$ cat src/rtl/pwm_pkg.sv
// Shared definitions for the PWM generator / duty-meter pair.
package pwm_pkg;

    // Counter width shared by the generator and the meter.
    localparam int PWM_CW = 16;

    // Period-counter value at which a missing rising edge is declared stuck.
    localparam int PWM_TIMEOUT = 1000;

    // Duty-meter state: waiting for a first rise, inside the high phase,
    // inside the low phase.
    typedef enum logic [1:0] {
        ST_IDLE = 2'd0,
        ST_HIGH = 2'd1,
        ST_LOW  = 2'd2
    } meter_state_e;

endpackage

$ cat src/rtl/pwm_sync_edge.sv
// Two-flop synchronizer for an asynchronous input plus a history flop,
// producing the synced level and single-cycle rise/fall strobes.
module pwm_sync_edge (
    input  logic clk,
    input  logic rst_n,
    input  logic async_in,
    output logic level,
    output logic rise,
    output logic fall
);

    logic s1_q;
    logic s2_q;
    logic s3_q;

    // s1/s2 resolve metastability; s3 holds the previous synced level.
    always_ff @(posedge clk or negedge rst_n) begin
        if (!rst_n) begin
            s1_q <= 1'b0;
            s2_q <= 1'b0;
            s3_q <= 1'b0;
        end else begin
            s1_q <= async_in;
            s2_q <= s1_q;
            s3_q <= s2_q;
        end
    end

    assign level = s2_q;
    assign rise  = s2_q & ~s3_q;
    assign fall  = ~s2_q & s3_q;

endmodule

$ cat src/rtl/pwm_duty_meter.sv
// Measures high time and period of an external PWM waveform in clk cycles,
// publishing each result with a one-cycle valid strobe and flagging a
// waveform that stops toggling (stuck high or stuck low).
module pwm_duty_meter
    import pwm_pkg::*;
#(
    parameter int CW      = PWM_CW,
    parameter int TIMEOUT = PWM_TIMEOUT
) (
    input  logic          clk,
    input  logic          rst_n,
    input  logic          pwm_in,
    output logic [CW-1:0] high_time,
    output logic [CW-1:0] period,
    output logic          valid,
    output logic          stuck,
    output logic          stuck_level
);

    // TIMEOUT must fit the counters and leave room for a real period.
    if ((TIMEOUT < 2) || (longint'(TIMEOUT) > ((longint'(1) << CW) - 1))) begin : g_bad_timeout
        $error("pwm_duty_meter: TIMEOUT out of range 2..2^CW-1");
    end

    localparam logic [CW-1:0] TIMEOUT_C = CW'(TIMEOUT);
    localparam logic [CW-1:0] CNT_ONE   = CW'(1);

    logic level;
    logic rise;
    logic fall;

    pwm_sync_edge u_sync (
        .clk      (clk),
        .rst_n    (rst_n),
        .async_in (pwm_in),
        .level    (level),
        .rise     (rise),
        .fall     (fall)
    );

    meter_state_e  state_q, state_d;
    logic [CW-1:0] cnt_period_q, cnt_period_d;
    logic [CW-1:0] cnt_high_q, cnt_high_d;
    logic [CW-1:0] high_time_q, high_time_d;
    logic [CW-1:0] period_q, period_d;
    logic          valid_q, valid_d;
    logic          stuck_q, stuck_d;
    logic          stuck_level_q, stuck_level_d;

    // State, counters and published results.
    always_ff @(posedge clk or negedge rst_n) begin
        if (!rst_n) begin
            state_q       <= ST_IDLE;
            cnt_period_q  <= '0;
            cnt_high_q    <= '0;
            high_time_q   <= '0;
            period_q      <= '0;
            valid_q       <= 1'b0;
            stuck_q       <= 1'b0;
            stuck_level_q <= 1'b0;
        end else begin
            state_q       <= state_d;
            cnt_period_q  <= cnt_period_d;
            cnt_high_q    <= cnt_high_d;
            high_time_q   <= high_time_d;
            period_q      <= period_d;
            valid_q       <= valid_d;
            stuck_q       <= stuck_d;
            stuck_level_q <= stuck_level_d;
        end
    end

    // Next state: a rise closes a period; reaching TIMEOUT without a rise
    // reports the stuck level and parks in IDLE until the waveform resumes.
    always_comb begin
        state_d       = state_q;
        cnt_period_d  = cnt_period_q;
        cnt_high_d    = cnt_high_q;
        high_time_d   = high_time_q;
        period_d      = period_q;
        valid_d       = 1'b0;
        stuck_d       = stuck_q;
        stuck_level_d = stuck_level_q;

        case (state_q)
            ST_IDLE: begin
                if (rise) begin
                    state_d      = ST_HIGH;
                    cnt_period_d = CNT_ONE;
                    cnt_high_d   = CNT_ONE;
                end
            end
            ST_HIGH: begin
                if (cnt_period_q == TIMEOUT_C) begin
                    state_d       = ST_IDLE;
                    stuck_d       = 1'b1;
                    stuck_level_d = level;
                    high_time_d   = level ? TIMEOUT_C : '0;
                    period_d      = TIMEOUT_C;
                    valid_d       = 1'b1;
                end else begin
                    cnt_period_d = cnt_period_q + CNT_ONE;
                    if (fall) begin
                        state_d = ST_LOW;
                    end else begin
                        cnt_high_d = cnt_high_q + CNT_ONE;
                    end
                end
            end
            ST_LOW: begin
                if (rise) begin
                    state_d      = ST_HIGH;
                    high_time_d  = cnt_high_q;
                    period_d     = cnt_period_q;
                    valid_d      = 1'b1;
                    stuck_d      = 1'b0;
                    cnt_period_d = CNT_ONE;
                    cnt_high_d   = CNT_ONE;
                end else if (cnt_period_q == TIMEOUT_C) begin
                    state_d       = ST_IDLE;
                    stuck_d       = 1'b1;
                    stuck_level_d = level;
                    high_time_d   = level ? TIMEOUT_C : '0;
                    period_d      = TIMEOUT_C;
                    valid_d       = 1'b1;
                end else begin
                    cnt_period_d = cnt_period_q + CNT_ONE;
                end
            end
            default: begin
                state_d = ST_IDLE;
            end
        endcase
    end

    assign high_time   = high_time_q;
    assign period      = period_q;
    assign valid       = valid_q;
    assign stuck       = stuck_q;
    assign stuck_level = stuck_level_q;

endmodule
$ cat config.mk
export PLATFORM = sky130hd
export DESIGN_NAME = pwm_duty_meter
export DESIGN_NICKNAME = d
export VERILOG_FILES = /design/src/rtl/pwm_pkg.sv /design/src/rtl/pwm_sync_edge.sv /design/src/rtl/pwm_duty_meter.sv
export SDC_FILE = /design/constraint.sdc
export NUM_CORES = 1
export LEC_CHECK = 0
export CORE_MARGIN = 10
export CORE_UTILIZATION = 55
export CTS_CLUSTER_DIAMETER = 150
export DETAILED_ROUTE_END_ITERATION = 7
export GPL_ROUTABILITY_DRIVEN = 0
export PLACE_DENSITY = 0.8
export SLEW_MARGIN = 20
export SYNTH_ARGS = -nofsm -noshare
export SYNTH_HDL_FRONTEND = slang
export SYNTH_SLANG_ARGS = --single-unit
export TNS_END_PERCENT = 100
$ cat constraint.sdc
create_clock -name clk -period 6.65 [get_ports clk]
set_clock_uncertainty 0.2 [all_clocks]
set_input_delay 0.9975 -clock clk [delete_from_list [all_inputs] [get_ports clk]]
set_output_delay 0.9975 -clock clk [all_outputs]
set_load 0.05 [all_outputs]
; Word-level counts from Yosys, hierarchy flattened
; Cells that the tools add are included.
[totals]
register_bits = 72
inputBits = 3
wordCells = 65
[op_classes]
n_addsub = 2
eq_ne = 10
n_mux = 29
bitwise = 4
n_reduce_logical = 9
[op_table]
columns = operator, count
row1 = 2-to-1 mux 16 bit, 9
row2 = one-hot mux 16 bit (2 select lines), 3
row3 = one-hot mux 16 bit (3 select lines), 1
row4 = adder 16 x 1 -> 16 bit (second input constant), 2
row5 = equality test 16 x 10 -> 1 bit (second input constant), 1
row6 = 2-to-1 mux 10 bit, 1
row7 = 2-to-1 mux 2 bit, 5
row8 = inequality test 2 bit (second input constant), 4
row9 = 2-to-1 mux 1 bit, 6
row10 = inequality test 3 bit (second input constant), 2
row11 = one-hot mux 1 bit (2 select lines), 3
row12 = one-hot mux 2 bit (3 select lines), 1
row13 = AND reduction 2 bit, 2
row14 = AND reduction 4 bit, 1
row15 = nonzero test 2 bit, 2
row16 = AND reduction 3 bit, 1
row17 = nonzero test 3 bit, 1
row18 = bitwise AND 1 bit, 2
row19 = equality test 2 x 1 -> 1 bit (second input constant), 1
row20 = equality test 2 bit (second input constant), 1
row21 = logical NOT 2 bit, 1
row22 = inequality test 2 x 1 -> 1 bit (second input constant), 1
row23 = NOT 1 bit, 2
row24 = OR reduction 2 bit, 1

; Depth between registers and ports, before layout
; Gate-level depths: netlist of the first run.
[depth]
word_depth = 5
depth_mapped = 9

; Cells and area by module
; From an unflattened synthesis of the first run, not the netlist that was laid out.
[hier_totals]
hier_cells = 327
hier_area_um2 = 3418.3
[by_module_without_submodules]
columns = module, instances, cells_per_inst, area_per_inst_um2, seq_area_each_um2
row1 = pwm_duty_meter, 1, 322, 3328.2, 1726.7
row2 = pwm_sync_edge, 1, 5, 90.1, 75.1

; Worst setup path before layout of the first run
; OpenSTA, ideal clock, no wires.
[synth_timing]
kind = flip-flop to flip-flop
from = reg state_q[0]
to = reg cnt_high_q[12]
t_arrival_ns = 2.155
path_slack_ns = 4.215
path_stages_with_launch = 10
synth_period_minus_slack_ns = 2.435
path_cell_list = dfrtp_1 -> inv_1 -> ha_1 -> buf_2 -> nor2_1 -> nand3_1 -> a21o_1 -> buf_6 -> or4_1 -> a21oi_1
[synth_via]
elab_chain_cells = 4
[synth_rtl]
columns = item, line_no
row1 = "start, declared", pwm_duty_meter.sv:41  ; meter_state_e state_q, state_d;
row2 = "start signal, assigned", pwm_duty_meter.sv:62  ; state_q <= state_d;
row3 = equality test 2 bit / logical NOT 2 bit (equally long branches), pwm_duty_meter.sv:85  ; case (state_q)
row4 = OR reduction 2 bit (no line), --
row5 = inequality test 2 x 1 -> 1 bit (no line) / nonzero test 2 bit (equally long branches), --
row6 = AND reduction 4 bit (no line), --
row7 = "end signal, assigned", pwm_duty_meter.sv:64  ; cnt_high_q <= cnt_high_d;
row8 = "end, declared", pwm_duty_meter.sv:43  ; logic [CW-1:0] cnt_high_q, cnt_high_d;
; Parallel ways exist; a longest one is shown, timed or not.
; A chain may end at the register's enable or synchronous reset.

; Worst setup path in the final report of the first run
[layout_timing]
from = reg cnt_period_q[11]
to = reg high_time_q[8] (netlist: high_time[8])
[layout_via]
elab_chain_cells = 4
[layout_rtl]
columns = item, line_no
row1 = "start, declared", pwm_duty_meter.sv:42  ; logic [CW-1:0] cnt_period_q, cnt_period_d;
row2 = "start signal, assigned", pwm_duty_meter.sv:63  ; cnt_period_q <= cnt_period_d;
row3 = equality test 16 x 10 -> 1 bit (*), "pwm_duty_meter.sv:94, pwm_duty_meter.sv:119"
row4 = 2-to-1 mux 16 bit (*), --
row5 = 2-to-1 mux 16 bit, --
row6 = one-hot mux 16 bit (2 select lines) (*), --
row7 = "end signal, assigned", pwm_duty_meter.sv:65  ; high_time_q <= high_time_d;
row8 = "end, declared", pwm_duty_meter.sv:44  ; logic [CW-1:0] high_time_q, high_time_d;
; Mark *: on every way between the ends. The rest lies on a longest branch, timed or not.

==> results of run 1 <==
flip-flops by register name, summed over array words and instances (netlist names):
register,count
cnt_period_q,16
stuck_level,1
valid,1
state_q,2
u_sync.level,1
stuck,1
period,16
cnt_high_q,16
high_time,16
u_sync.s1_q,1
u_sync.s3_q,1
worst max-delay path by stage:
| stage | from | end | slack, ns | depth (start not counted) |
|---|---|---|---|---|
| finish | cnt_period_q[11] | high_time[8] | 3.85 | 5 |
| CTS | cnt_period_q[11] | high_time[8] | 3.85 | 5 |
| global route | cnt_period_q[11] | high_time[8] | 3.42 | 5 |
| floorplan | state_q[0] | cnt_high_q[12] | 4.22 | 9 |
| global placement | cnt_period_q[11] | high_time[3] | 3.97 | 5 |
| detailed placement | cnt_period_q[11] | high_time[8] | 3.88 | 5 |
cell usage after synthesis, types with 5 or more instances:
cell type,n
a21oi_1,20
a22o_1,20
and2_1,5
clkbuf_1,7
dfrtp_1,72
ha_1,7
inv_1,11
nand2_1,25
nand2b_1,8
nand3_1,15
nand4_1,10
nor2_1,35
o21ai_0,17
o31ai_1,5
xnor2_1,6
xor2_1,7
power breakdown:
part / leakage [uW] / internal (uW) / switching, uW
registers: 0.000979 / 491 / 50.3
logic: 0.000635 / 152 / 326
clock network: 0.000101 / 207 / 160
cells by family after synthesis:
group / Yosys count / share of synthesized area
AOI/OAI and AO/OA: 90 / 0.185
adders and majority gates: 7 / 0.0257
buffers and inverters: 24 / 0.0360
xor gates and xnor gates: 13 / 0.0334
DFF: 72 / 0.529
muxes: 5 / 0.0154
and+or+nand+nor: 118 / 0.176
final cells by class:
| type | instances | area (sq um) |
|---|---|---|
| Multi-Input combinational cell | 233 | 1480 |
| Clock buffer | 9 | 124 |
| Tap cell | 75 | 93.8 |
| Timing Repair Buffer | 39 | 380 |
| Sequential cell | 72 | 1800 |
| Inverter | 11 | 41.3 |
| Clock inverter | 6 | 85.1 |
| Fill cell | 484 | 1950 |
layout by cell type (no fill, tap or decap), types with 5 or more instances in the layout:
cell type / Yosys / layout
a22o_1: 20 / 20
and2_1: 5 / 5
clkdlybuf4s50_1: 0 / 36
ha_1: 7 / 7
nor2_1: 35 / 35
xnor2_1: 6 / 6
dfrtp_1: 72 / 72
o31ai_1: 5 / 5
nand2_1: 25 / 25
nand2b_1: 8 / 8
nand4_1: 10 / 10
o21ai_0: 17 / 17
clkbuf_8: 0 / 9
nand3_1: 15 / 15
inv_1: 11 / 11
a21oi_1: 20 / 20
xor2_1: 7 / 7
per-stage QoR:
stage | utilization | worst slack [ns]
2_1_floorplan | - | 4.22
3_3_place_gp | 0.638 | 3.97
3_5_place_dp | 0.638 | 3.88
4_1_cts | 0.673 | 3.85
5_1_grt | 0.673 | 3.42
6_report | 0.673 | 3.85
metal layers:
| metal | up-vias | global-route usage | wire [um] | part of all wire |
|---|---|---|---|---|
| met5 | - | 0 | 0 | 0 |
| met4 | 0 | 0.0717 | 127 | 0.017 |
| met3 | 14 | 0.0608 | 591 | 0.080 |
| met2 | 85 | 0.205 | 3120 | 0.42 |
| met1 | 1242 | 0.217 | 3510 | 0.48 |
| li1 | 1287 | - | - | - |
worst register-to-register path, cell delays in order, from the launching register on:
cell and delay (ns):
dfrtp_1 0.45, nor4_1 0.51, nand4_1 0.46, a21oi_1 0.86
nor2_1 0.08, a21oi_1 0.17
==> impl_metrics.ini, run 1 <==
[timing]
period_minus_slack_ns = 2.80
timing.slew.headroom = 0.403
hold_viol = 0
whs_ns = 0.157
rsz0062_at_grt = false
tightest_slew_ns = 0.896
drv_slew = 0
fin_crit_sh = 0.421
fmax_mhz = 357
setup_viol = 0
fin_setup_tns_ns = 0

[power]
total_power_uw = 1390
power_density_mw_per_mm2 = 346
p_leak_uw = 0.00172
ir_worst_vdd_mv = 0.245

[route]
wl_per_cell_um = 16.5
drt_iter0_drc = 220
ant_nets = 0
drc = 0
vias = 2628
wl_um = 7360
detail_route.vias_per_cell = 5.91
drt-pass1-iter-count = 5

[job]
drv_cap = 0

[floorplan]
die_w_um = 98.7
rows = 28
die_h_um = 98.7
io_pins = 38
start_util = 0.572
coreArea_sq_mm = 0.00596
die-area_sq_mm = 0.00975

[setup_path]
crit_family = simple AND/OR/NAND/NOR gates
worstPathRequired_ns = 6.72
end_kind = flop
crit_chain = nor4_1, nand4_1, a21oi_1, nor2_1, a21oi_1
critPathMaxFanout = 12
slowest_delay_ns = 0.86
r2r_cells = 5
critPathBufInv = 0
worstPathArrival_ns = 2.87
r2r_slack_ns = 3.85
r2r_end = high_time[8]
critPathSlowestCell = a21oi_1
r2r_start = cnt_period_q[11]
startpoint_type = flop
path_common_cell = a21oi_1
worstSetupPathType = flop to flop

[run_status]
status = finished, final reports clean

[logic_synthesis]
synth-async-reset-ratio = 1.00
yosysSeqAreaShare = 0.529
postSynthAreaPerCell_sq_um = 10.4
ys_warn_count = 0
synth_top_cell_area_share = 0.529
synth_edf_count = 0
synth_top_area_cell = dfrtp_1
netlist_area_sq_mm = 0.00341
synthTopCellsByArea = dfrtp_1, a22o_1, nor2_1, a21oi_1, nand2_1
yosysUniqueCellTypes = 43
ys_ff_latch = 72
ys.flop_type = dfrtp_1
syn_inst = 329
syn-num-nets = 339

[place]
place_area_sq_mm = 0.00380
portBuffers = 37
dpl.hpwl_um = 5260
dpl.cell_count = 430

[finish]
layout-drive-gt1-share = 0.0649
n_antenna_cell = 0
nets = 376
stdcell_count = 445
area_growth_pct = 17.7
final_area_sq_mm = 0.00401

[clock_tree]
post_cts_buffers = 0
cts_buffer_depth = 2
cts_tree = built
insertion_delay_ns = 0.35
cts-root-buf = clkbuf_8
h-tree-depth = 3
clkSlewWorstSetupHoldPaths_ns = 0.07
hold_buffers = 0
cts_num_sinks = 72
cts_resized = 0
cts_made_buffers = 9

[global_routing]
overflow = 0
antenna_found_initial = 0
grtUsageTotal = 0.155
grt_pass1_vias = 2470
grt_max_degree = 73
grt_pass1_wl_um = 12600

[min_path]
holdPathStages = 0
worst_hold_path.endpoint = u_sync.level
hold_path.class = flop to flop
holdCritStartpoint = u_sync.s1_q
(Power assumes the default switching activity.)
==> run 2: changes to the inputs <==
Clock period 6.65 ns to 2.7 ns, I/O delays scaled along.
==> run 2 against run 1 <==
Clock power rose to 2.8 times the previous value. Power increased to 2.6 times the previous value. Sequential share of layout area decreased by 1.4 points. Via count up 1.4%. Highest routed layer unchanged. Maximum frequency rose by 14%. Largest cell class unchanged.
==> impl_metrics.ini, run 2 (synthesis results as in run 1) <==
[run_status]
status = finished, final reports clean

[timing]
fmax_mhz = 406
drv_slew = 0
rsz0062_at_grt = false
hold_viol = 0
fin_setup_tns_ns = 0
timing.slew.headroom = 0.455
period_minus_slack_ns = 2.46
tightest_slew_ns = 0.810
setup_viol = 0
fin_crit_sh = 0.912

[power]
clockPowerShare = 0.288
p_leak_uw = 0.00179
total_power_uw = 3590
swShare = 0.369
p_switching_uw = 1320
p_comb_frac = 0.342
p_int_uw = 2260
seqPwrFrac = 0.370
power_density_mw_per_mm2 = 867
ir_worst_vdd_mv = 0.650

[setup_path]
slowest_delay_ns = 0.54
crit_start = state_q[0]
worstSetupPathType = flop to flop
worstPathArrival_ns = 2.54
end_kind = flop
critPathSlowestCell = or4_1
r2r_cells = 7
r2r_start = state_q[0]
r2r_slack_ns = 0.24
crit_chain = inv_1, ha_1, nor2_1, nand3_2, a21o_1, or4_1, a21oi_1
crit_family = simple AND/OR/NAND/NOR gates
critPathBufInv = 1
critical_path_depth = 7
critPathMaxFanout = 12
r2r_end = cnt_high_q[7]
worstPathRequired_ns = 2.78
startpoint_type = flop
crit_path_end = cnt_high_q[7]

[floorplan]
io_pins = 38
die-area_sq_mm = 0.00975
rows = 28
die_h_um = 98.7
coreArea_sq_mm = 0.00596
start_util = 0.572
die_w_um = 98.7

[finish]
layout_commonest_cell = dfrtp_1
stdcell_count = 457
final_area_sq_mm = 0.00414
area_growth_pct = 21.4
nets = 387
fillers = 476
layout-drive-gt1-share = 0.0916
n_antenna_cell = 0
final_cell_mix = dfrtp_1, clkdlybuf4s50_1, nor2_1

[route]
ant_nets = 0
drt_iter0_drc = 188
wl_um = 7550
wl_per_cell_um = 16.5
route.met2.wl_um = 3190
vias = 2666
drt-pass1-iter-count = 5
detail_route.vias_per_cell = 5.83
drc = 0
wl_met1_um = 3580
highest_layer = met4
wl_met3_um = 653

[clock_tree]
cts_made_buffers = 9
cts_tree = built
post_cts_buffers = 0
cts_num_sinks = 72
h-tree-depth = 3
cts_buffer_depth = 2
insertion_delay_ns = 0.35
clkSlewWorstSetupHoldPaths_ns = 0.07
cts-root-buf = clkbuf_8

[min_path]
hold_path.class = flop to flop

[global_routing]
grt_pass1_vias = 2557
grtUsageTotal = 0.159
grt_pass1_wl_um = 12800
overflow = 0
grt_max_degree = 27
antenna_found_initial = 0

[place]
dpl.cell_count = 440
place_area_sq_mm = 0.00388
portBuffers = 37
dpl.hpwl_um = 5550

[job]
drv_cap = 0
run 2: routing by layer:
layer	GRT usage	vias up
li1	-	1305
met5	0	-
met1	0.218	1265
met2	0.212	81
met3	0.0705	15
met4	0.0650	0
run 2: layout make-up:
type	instances	area, sq um	area share
timing repair buffer	50	465	0.112
sequential	72	1800	0.435
multi-input combinational	233	1490	0.360
inverter	11	41.3	0.00998
clock inverter	5	104	0.0251
clock buffer	11	141	0.0342
tap	75	93.8	0.0227
run 2: how the worst min path moves through the flow:
stage                     start             to  slack, ns  depth (start not counted)
finish              u_sync.s1_q   u_sync.level       0.15                          0
global route        u_sync.s1_q   u_sync.level       0.16                          0
CTS                 u_sync.s1_q   u_sync.level       0.16                          0
detailed placement  u_sync.s1_q   u_sync.level       0.14                          0
global placement    u_sync.s1_q   u_sync.level       0.13                          0
floorplan                 rst_n  cnt_high_q[0]      -0.09                          0
run 2: through the flow:
| stage | hold slack [ns] | worst slack [ns] | util |
|---|---|---|---|
| 2_1_floorplan | -0.0906 | 0.265 | - |
| 3_3_place_gp | 0.134 | 0.307 | 0.651 |
| 3_5_place_dp | 0.141 | 0.215 | 0.651 |
| 4_1_cts | 0.157 | 0.196 | 0.694 |
| 5_1_grt | 0.159 | 0.0456 | 0.695 |
| 6_report | 0.154 | 0.238 | 0.695 |
run 2: repair_timing:
action / in CTS / in global routing
endpoints found under the setup margin: 0 / 4
resized for setup: 0 / 2
hold buffers: 1 / 0
endpoints found under the hold margin: 23 / 0
run 2: power groups by stage:
| stage | Combinational [uW] | Clock (uW) | Sequential, uW |
|---|---|---|---|
| global route | 1320 | 1100 | 1350 |
| detailed placement | 1220 | 0 | 1350 |
| finish | 1230 | 1030 | 1330 |
| CTS | 1220 | 1050 | 1330 |
| floorplan | 547 | 0 | 1620 |
| global placement | 1200 | 0 | 1340 |
